[src/rtl/calc_divrem_seq_pkg.sv]
// Shared definitions for the sign-magnitude divide/remainder sequencer:
// opcode values, FSM state type and the result sign rule.
package calc_divrem_seq_pkg;

  localparam logic OP_QUO = 1'b0;
  localparam logic OP_REM = 1'b1;

  typedef enum logic [1:0] {
    S_IDLE = 2'd0,
    S_ITER = 2'd1,
    S_DONE = 2'd2
  } state_e;

  // Remainder takes the dividend sign; quotient takes the XOR of both signs.
  // Applied unconditionally, so zero magnitudes may carry a negative sign.
  function automatic logic res_sign(input logic op, input logic sign_a, input logic sign_b);
    return (op == OP_REM) ? sign_a : (sign_a ^ sign_b);
  endfunction

endpackage

[src/rtl/calc_divrem_seq_if.sv]
// Request/result handshake bundle between the calculator front-end,
// the divide/remainder sequencer and the result display path.
interface calc_divrem_seq_if #(
  parameter int unsigned MAG_W = 2
);
  localparam int unsigned RES_W = 2 * MAG_W + 1;

  logic             in_valid;
  logic             in_ready;
  logic             op;
  logic [MAG_W:0]   a;
  logic [MAG_W:0]   b;
  logic             out_valid;
  logic             out_ready;
  logic [RES_W-1:0] res;
  logic             zero_div;

  // Front-end / consumer side
  modport master (
    output in_valid, op, a, b, out_ready,
    input  in_ready, out_valid, res, zero_div
  );

  // Sequencer side
  modport slave (
    input  in_valid, op, a, b, out_ready,
    output in_ready, out_valid, res, zero_div
  );
endinterface

[src/rtl/calc_divrem_seq_divrem_step.sv]
// One combinational restoring shift-subtract iteration: shift the next
// dividend bit into the partial remainder and subtract the divisor if it fits.
module divrem_step #(
  parameter int unsigned MAG_W = 2
) (
  input  logic [MAG_W:0]   rem_in,
  input  logic [MAG_W-1:0] quo_in,
  input  logic [MAG_W-1:0] divisor,
  output logic [MAG_W:0]   rem_out,
  output logic [MAG_W-1:0] quo_out
);

  logic [MAG_W+1:0] shifted;
  logic [MAG_W+1:0] trial;
  logic             fits;

  // Trial subtraction; the borrow bit decides whether the divisor fits.
  // The partial remainder always stays below the divisor, so the shifted
  // value never exceeds MAG_W+1 bits and the borrow bit is a valid sign.
  always_comb begin
    shifted = {rem_in, quo_in[MAG_W-1]};
    trial   = shifted - {2'b00, divisor};
    fits    = ~trial[MAG_W+1];
    rem_out = fits ? trial[MAG_W:0] : shifted[MAG_W:0];
    quo_out = (quo_in << 1) | MAG_W'(fits);
  end

endmodule

[src/rtl/calc_divrem_seq.sv]
// Multi-cycle divide/remainder sequencer on sign-magnitude operands.
// Accepts one request, iterates one quotient bit per cycle, then holds the
// signed result until the consumer takes it.
module calc_divrem_seq
  import calc_divrem_seq_pkg::*;
#(
  parameter int unsigned MAG_W = 2
) (
  input  logic               clk,
  input  logic               rst,
  calc_divrem_seq_if.slave   bus
);

  localparam int unsigned RES_W = 2 * MAG_W + 1;
  localparam int unsigned CNT_W = (MAG_W > 1) ? $clog2(MAG_W) : 1;

  state_e             state_q, state_d;
  logic [CNT_W-1:0]   cnt_q, cnt_d;
  logic               op_q, op_d;
  logic               sign_a_q, sign_a_d;
  logic               sign_b_q, sign_b_d;
  logic [MAG_W-1:0]   div_q, div_d;
  logic [MAG_W:0]     rem_q, rem_d;
  logic [MAG_W-1:0]   quo_q, quo_d;
  logic               in_ready_q, in_ready_d;
  logic               out_valid_q, out_valid_d;
  logic [RES_W-1:0]   res_q, res_d;
  logic               zero_div_q, zero_div_d;

  logic [MAG_W:0]     step_rem;
  logic [MAG_W-1:0]   step_quo;
  logic [RES_W-2:0]   mag;

  divrem_step #(.MAG_W(MAG_W)) u_step (
    .rem_in  (rem_q),
    .quo_in  (quo_q),
    .divisor (div_q),
    .rem_out (step_rem),
    .quo_out (step_quo)
  );

  // Next-state, datapath and registered-output logic for IDLE/ITER/DONE.
  always_comb begin
    state_d     = state_q;
    cnt_d       = cnt_q;
    op_d        = op_q;
    sign_a_d    = sign_a_q;
    sign_b_d    = sign_b_q;
    div_d       = div_q;
    rem_d       = rem_q;
    quo_d       = quo_q;
    in_ready_d  = in_ready_q;
    out_valid_d = out_valid_q;
    res_d       = res_q;
    zero_div_d  = zero_div_q;
    mag         = '0;

    unique case (state_q)
      S_IDLE: begin
        if (bus.in_valid && in_ready_q) begin
          op_d       = bus.op;
          sign_a_d   = bus.a[MAG_W];
          sign_b_d   = bus.b[MAG_W];
          div_d      = bus.b[MAG_W-1:0];
          in_ready_d = 1'b0;
          if (bus.b[MAG_W-1:0] == '0) begin
            state_d     = S_DONE;
            zero_div_d  = 1'b1;
            out_valid_d = 1'b1;
            res_d       = {res_sign(bus.op, bus.a[MAG_W], bus.b[MAG_W]), {(RES_W-1){1'b0}}};
          end else begin
            state_d    = S_ITER;
            zero_div_d = 1'b0;
            cnt_d      = CNT_W'(MAG_W - 1);
            rem_d      = '0;
            quo_d      = bus.a[MAG_W-1:0];
          end
        end
      end

      S_ITER: begin
        rem_d = step_rem;
        quo_d = step_quo;
        cnt_d = cnt_q - 1'b1;
        if (cnt_q == '0) begin
          // Final iteration: result is formed straight from the step outputs
          // so out_valid rises on the same edge the FSM enters DONE.
          if (op_q == OP_REM) mag[MAG_W:0]   = step_rem;
          else                mag[MAG_W-1:0] = step_quo;
          state_d     = S_DONE;
          out_valid_d = 1'b1;
          res_d       = {res_sign(op_q, sign_a_q, sign_b_q), mag};
        end
      end

      S_DONE: begin
        if (bus.out_ready) begin
          state_d     = S_IDLE;
          out_valid_d = 1'b0;
          in_ready_d  = 1'b1;
        end
      end

      default: begin
        state_d     = S_IDLE;
        in_ready_d  = 1'b1;
        out_valid_d = 1'b0;
      end
    endcase
  end

  // State and output registers; async reset discards any in-flight request.
  always_ff @(posedge clk or posedge rst) begin
    if (rst) begin
      state_q     <= S_IDLE;
      cnt_q       <= '0;
      op_q        <= 1'b0;
      sign_a_q    <= 1'b0;
      sign_b_q    <= 1'b0;
      div_q       <= '0;
      rem_q       <= '0;
      quo_q       <= '0;
      in_ready_q  <= 1'b1;
      out_valid_q <= 1'b0;
      res_q       <= '0;
      zero_div_q  <= 1'b0;
    end else begin
      state_q     <= state_d;
      cnt_q       <= cnt_d;
      op_q        <= op_d;
      sign_a_q    <= sign_a_d;
      sign_b_q    <= sign_b_d;
      div_q       <= div_d;
      rem_q       <= rem_d;
      quo_q       <= quo_d;
      in_ready_q  <= in_ready_d;
      out_valid_q <= out_valid_d;
      res_q       <= res_d;
      zero_div_q  <= zero_div_d;
    end
  end

  assign bus.in_ready  = in_ready_q;
  assign bus.out_valid = out_valid_q;
  assign bus.res       = res_q;
  assign bus.zero_div  = zero_div_q;

endmodule

[src/flat_wrapper.sv]
// flat-port wrapper written by rule: the top's interface ports become plain ports
module calc_divrem_seq_flat import calc_divrem_seq_pkg::*;
#(
  parameter int unsigned MAG_W = 2
)
  (clk, rst, bus_in_valid, bus_op, bus_a, bus_b, bus_out_ready, bus_in_ready, bus_out_valid, bus_res, bus_zero_div);
  calc_divrem_seq_if #(.MAG_W(MAG_W)) bus_i ();
  input  logic clk;
  input  logic rst;
  input wire logic [$bits(bus_i.in_valid)-1:0] bus_in_valid;
  input wire logic [$bits(bus_i.op)-1:0] bus_op;
  input wire logic [$bits(bus_i.a)-1:0] bus_a;
  input wire logic [$bits(bus_i.b)-1:0] bus_b;
  input wire logic [$bits(bus_i.out_ready)-1:0] bus_out_ready;
  output wire logic [$bits(bus_i.in_ready)-1:0] bus_in_ready;
  output wire logic [$bits(bus_i.out_valid)-1:0] bus_out_valid;
  output wire logic [$bits(bus_i.res)-1:0] bus_res;
  output wire logic [$bits(bus_i.zero_div)-1:0] bus_zero_div;
  assign bus_i.in_valid = bus_in_valid;
  assign bus_i.op = bus_op;
  assign bus_i.a = bus_a;
  assign bus_i.b = bus_b;
  assign bus_i.out_ready = bus_out_ready;
  assign bus_in_ready = bus_i.in_ready;
  assign bus_out_valid = bus_i.out_valid;
  assign bus_res = bus_i.res;
  assign bus_zero_div = bus_i.zero_div;
  calc_divrem_seq #(.MAG_W(MAG_W)) u_core (.clk(clk), .rst(rst), .bus(bus_i));
endmodule
[config.mk]
export PLATFORM = sky130hd
export DESIGN_NAME = calc_divrem_seq_flat
export DESIGN_NICKNAME = d
export VERILOG_FILES = /design/src/rtl/calc_divrem_seq_pkg.sv /design/src/rtl/calc_divrem_seq_if.sv /design/src/rtl/calc_divrem_seq_divrem_step.sv /design/src/rtl/calc_divrem_seq.sv /design/src/flat_wrapper.sv
export SDC_FILE = /design/constraint.sdc
export NUM_CORES = 1
export LEC_CHECK = 0
export ABC_AREA = 1
export ABC_CLOCK_PERIOD_IN_PS = 1600
export CORE_AREA = 3 3 65 67
export DETAILED_ROUTE_END_ITERATION = 6
export DIE_AREA = 0 0 68 70
export PLACE_DENSITY = 0.52
export SYNTH_ARGS = -nofsm -noshare
export SYNTH_HDL_FRONTEND = slang
export SYNTH_SLANG_ARGS = --single-unit
[constraint.sdc]
create_clock -name clk -period 1.6 [get_ports clk]
set_clock_uncertainty 0.05 [all_clocks]
set_input_delay 0.32 -clock clk [delete_from_list [all_inputs] [get_ports clk]]
set_output_delay 0.32 -clock clk [all_outputs]
set_load 0.02 [all_outputs]
Yosys cells after proc, flatten, opt, wreduce, memory -nomap -nowiden --
Index checks and enable logic that the tools add are counted.
Cells by class: mux-type cells 32, bitwise gates (word level) 5, add/sub/neg operators 2, reduce and logical (&&, ||, !) cells 10, equal/unequal tests 7
Operator list (count):
- $mux W5 | 3
- $mux W2 | 7
- $mux W1 | 12
- $pmux W5 S2 | 1
- $mux W3 | 3
- $reduce_and A3 Y1 | 3
- $reduce_and A4 Y1 | 2
- $ne A2 B2 Y1 const B | 3
- $pmux W1 S3 | 2
- $pmux W2 S3 | 1
- $pmux W3 S2 | 1
- $logic_not A2 Y1 | 2
- $ne A2 B1 Y1 const B | 2
- $pmux W2 S2 | 1
- $sub A4 B2 Y4 | 1
- $eq A2 B1 Y1 const B | 1
- $eq A2 B2 Y1 const B | 1
- $not A1 Y1 | 2
- $or A2 B1 Y2 | 1
- $pmux W1 S2 | 1
- $reduce_and A2 Y1 | 1
- $reduce_bool A2 Y1 | 1
- $xor A1 B1 Y1 | 2
- $logic_and A1 B1 Y1 | 1
- $sub A1 B1 Y1 const B | 1
Storage, ports and cells: input bits 11, output and inout bits 8, register bits after elaboration 21

Longest topological paths before layout --
word-level depth 6, gate-level depth with buffers 11, depth with buffers taken out 11

Cells and area by module --
From an unflattened synthesis, not the netlist that was laid out.
Unflattened totals: cell total of the unflattened synthesis 156, area, all modules 1172.4 µm²
Modules (own cells, without submodules):
- calc_divrem_seq | area an instance 980.9 µm², times used 1, cells each 126
- divrem_step | area an instance 191.4 µm², times used 1, cells each 30

Worst setup path before layout --
Ideal clock, no wire load.
path type register to register, start point register u_core.quo_q[1], end point register u_core.res_q[2], in the netlist u_core.bus.res[2], library setup time 65 ps, setup slack 100 ps, arrival time 1385 ps, cell stages (with the launch flop) 10, clock period less this slack 1500 ps, data required time 1485 ps, cells stage by stage dfrtp_1 > inv_1 > ha_1 > inv_1 > fa_1 > xnor2_1 > nand3_1 > nand2_1 > nand3_1 > nand2_1
Between the ends: word-level cells in the longest chain between the ends 5
Ends and longest elaborated chain:
- start, declared | RTL line calc_divrem_seq.sv:24 | logic [MAG_W-1:0] quo_q, quo_d;
- start signal, assigned | RTL line calc_divrem_seq.sv:135 | quo_q <= quo_d;
- $sub A4 B2 Y4 | RTL line calc_divrem_seq_divrem_step.sv:22 | trial = shifted - {2'b00, divisor};
- $mux W3 | RTL line calc_divrem_seq_divrem_step.sv:24 | rem_out = fits ? trial[MAG_W:0] : shifted[MAG_W:0];
- $mux W1 | RTL line calc_divrem_seq.sv:88 | if (op_q == OP_REM) mag[MAG_W:0] = step_rem;
- $mux W5 | RTL line calc_divrem_seq.sv:85 | if (cnt_q == '0) begin
- $pmux W5 S2 | RTL line calc_divrem_seq.sv:58 | unique case (state_q)
- end signal, assigned | RTL line calc_divrem_seq.sv:138 | res_q <= res_d;
- end, declared | RTL line calc_divrem_seq.sv:27 | logic [RES_W-1:0] res_q, res_d;
Every way passes these cells. The select of a mux whose other input is x is not followed. A chain may end at the register's enable or synchronous reset.

Worst setup path after layout --
Same ends and word-level chain as after synthesis.

==> flow_summary.json <==
{
  "ir_drop_uv": 815,
  "dpl.hpwl_um": 1880,
  "crit_arrival_ns": 1.71,
  "clk_pin_slew_ns": 0.07,
  "p_leak_nw": 0.753,
  "grt_use_total_pct": 11.9,
  "path_cells": "inv_2, ha_4, inv_2, fa_2, xnor2_1, nand3_1, nand2_2, nand3_2, nand2_1",
  "met1_length_um": 1140,
  "ctsRootBufferMaster": "clkbuf_8",
  "n_fill_cell": 394,
  "wl_per_cell_um": 11.7,
  "ys_async_sr_fraction_pct": 100,
  "drt_iter0_markers": 52,
  "synthDistinctLibCells": 25,
  "cp_common_cell": "inv_2",
  "yosysMostFrequentCell": "nand2_1",
  "placementRows": 22,
  "top_layer": "met4",
  "final_core_util_pct": 40.2,
  "multi_input_area_um2": 569,
  "numPortBuffers": 17,
  "max_cap_violations": 0,
  "drc": 0,
  "ys.flop_type": "dfrtp_1",
  "viasPerCell": 4.56,
  "yosys_warnings": 0,
  "rsz0062_at_grt": "yes",
  "clockBufferDepth": 2,
  "timing.final.crit_period_ns": 1.56,
  "clkLatencyLatePin_ns": 0.26,
  "die_area_um2": 4760,
  "crit_fanout": 2,
  "die_h_um": 70,
  "r2r-end": "u_core.bus.res[2]",
  "wl_um": 2500,
  "mappedNetlistNets": 153,
  "route.met2.wl_um": 1240,
  "dr.pass1.iters": 4,
  "cts-buffers-inserted": 3,
  "p_total_mw": 3.06,
  "seq_area_um2": 503,
  "hp-class": "in -> async",
  "post-route-period-util_pct": 97.6,
  "start_util_pct": 30.2,
  "power.density_nw_per_um2": 2060,
  "grt_pass1_vias": 983,
  "synth_area_um2": 1110,
  "finalWorstSetupSlack_ns": 0.0382,
  "grt_start_max_net_pins": 21,
  "end_kind": "flop",
  "setup_viol": 0,
  "die_w_um": 68,
  "synth.yosys.seq_area_share_pct": 45.1,
  "dp.cells": 209,
  "pin_count": 19,
  "reg2reg_from": "u_core.quo_q[1]",
  "synth_edf_count": 0,
  "pre_cts_slack_ns": -0.0469,
  "syn_to_final_growth_pct": 33.4,
  "globalplace.congestion": 0.811,
  "antenna_left": 0,
  "yosysTopAreaCellShare_pct": 42.7,
  "critPathRequiredTime_ns": 1.75,
  "crit_type": "reg -> reg",
  "syn_area_per_cell_um2": 8.00,
  "diodes": 0,
  "crit_slowest_cell": "dfrtp_1",
  "final_nets": 181,
  "cts-htree-levels": 1,
  "grt_pass1_wl_um": 4490,
  "core_um2": 3690,
  "synth-seq-cells": 20,
  "drive_gt1_share_pct": 26.5,
  "reg2reg_setup_slack_ns": 0.04,
  "synth_top_area_cell": "dfrtp_1",
  "status": "complete, no violations",
  "tns_ns": 0,
  "max_stage_delay_ns": 0.39,
  "worstSetupStartpointType": "flop",
  "gr-total-overflow": 0,
  "max_freq_mhz": 640,
  "wl_met3_um": 87,
  "clock-sinks": 20,
  "drv_slew": 0,
  "ff2ff_path_depth": 9,
  "synthTopCellsByArea": "dfrtp_1 43%, nand2_1 15%, nand3_1 7.6%",
  "via_count": 976,
  "hold_violations": 0,
  "netlist_instances": 139,
  "netlist_top_cells_count": "43 x nand2_1, 19 x dfrtp_1, 17 x nand3_1, 13 x inv_1, 8 x nor2_1",
  "instances_no_fill": 214,
  "cts_tree": "done",
  "antenna_found_initial": 0
}
## registers in the layout, summed over array words and instances (netlist names)
| register | cells |
|---|---|
| u_core.rem_q | 3 |
| u_core.bus.zero_div | 1 |
| u_core.bus.in_ready | 1 |
| u_core.cnt_q | 1 |
| u_core.bus.res | 4 |
| u_core.state_q | 2 |
| u_core.quo_q | 2 |
| u_core.op_q | 1 |
| u_core.sign_a_q | 1 |
| u_core.sign_b_q | 1 |
| u_core.bus.out_valid | 1 |
| u_core.div_q | 2 |
## metrics by stage
stage | hold WS, ns | cell area (µm²)
after floorplan | 0.233 | 1110
after global placement | 0.420 | 1380
after detailed placement | 0.421 | 1380
after CTS | 0.340 | 1440
after global routing | 0.358 | 1480
final | 0.331 | 1480
## per-layer routing
layer  vias to the layer above  GRT usage [%]
li1                        498              -
met1                       460           17.6
met2                        13           17.3
met3                         5           2.09
met4                         0           3.97
met5                         -              0
## critical path, delay by kind of cell (launching register included)
kind	cells	cell delay, ns
XOR/XNOR	1	0.14
adder cells (fa/ha/maj)	2	0.46
buffers and inverters	2	0.12
flip-flops	1	0.39
AND/OR/NAND/NOR	4	0.35
## cells in the final DEF, fill, tap and decap left out, drive strengths merged, types with 4 or more instances in the layout
| master | synthesis | layout |
|---|---|---|
| dlygate4sd2 | 0 | 5 |
| nand3 | 17 | 17 |
| clkbuf | 0 | 4 |
| inv | 15 | 15 |
| clkdlybuf4s50 | 0 | 10 |
| buf | 3 | 9 |
| dfrtp | 19 | 19 |
| nor2 | 12 | 12 |
| o21ai | 12 | 12 |
| nand2 | 47 | 47 |
## worst max-delay path by stage
stage / startpoint / end / slack [ns] / cells past startpoint
final: u_core.quo_q[1] / u_core.bus.res[2] / 0.04 / 9
after global placement: u_core.quo_q[1] / u_core.bus.res[2] / -0.008 / 9
after floorplan: u_core.quo_q[1] / u_core.bus.res[2] / 0.10 / 9
after CTS: u_core.bus.res[4] / bus_res[4] / 0.005 / 1
after detailed placement: bus_b[1] / u_core.quo_q[0] / -0.05 / 8
after global routing: u_core.quo_q[1] / u_core.bus.res[2] / -0.06 / 9
## repair_timing
item                       in CTS  in global routing
hold buffers                    0                  0
pin swaps                       2                  1
gates cloned                    0                  0
setup endpoints to repair       7                  9
resized for setup               8                 14
setup buffers                   0                  1
## where the power goes
part           switching (mW)  internal, mW
clock network           0.171         0.219
registers               0.193         0.750
logic                    1.05         0.683
total                    1.41          1.65
## layout make-up
cell class / count / share of cell area (%)
Multi-Input combinational cell: 100 / 38.4
Sequential cell: 20 / 33.9
Timing Repair Buffer: 26 / 15.9
Inverter: 16 / 4.05
Tap cell: 48 / 4.05
Clock buffer: 4 / 3.71
## cell families (layout without fill, tap and decap cells)
group / count (synthesis) / in the layout / share of synthesized area [%]
AOI/OAI and AO/OA: 18 / 18 / 10.8
xor gates and xnor gates: 1 / 1 / 0.788
adders and majority gates: 3 / 3 / 4.05
buffers and inverters: 19 / 46 / 7.76
DFF: 20 / 20 / 45.1
other: 1 / 1 / 0.337
and+or+nand+nor: 77 / 77 / 31.2
Power figures use the tool's default switching activity.
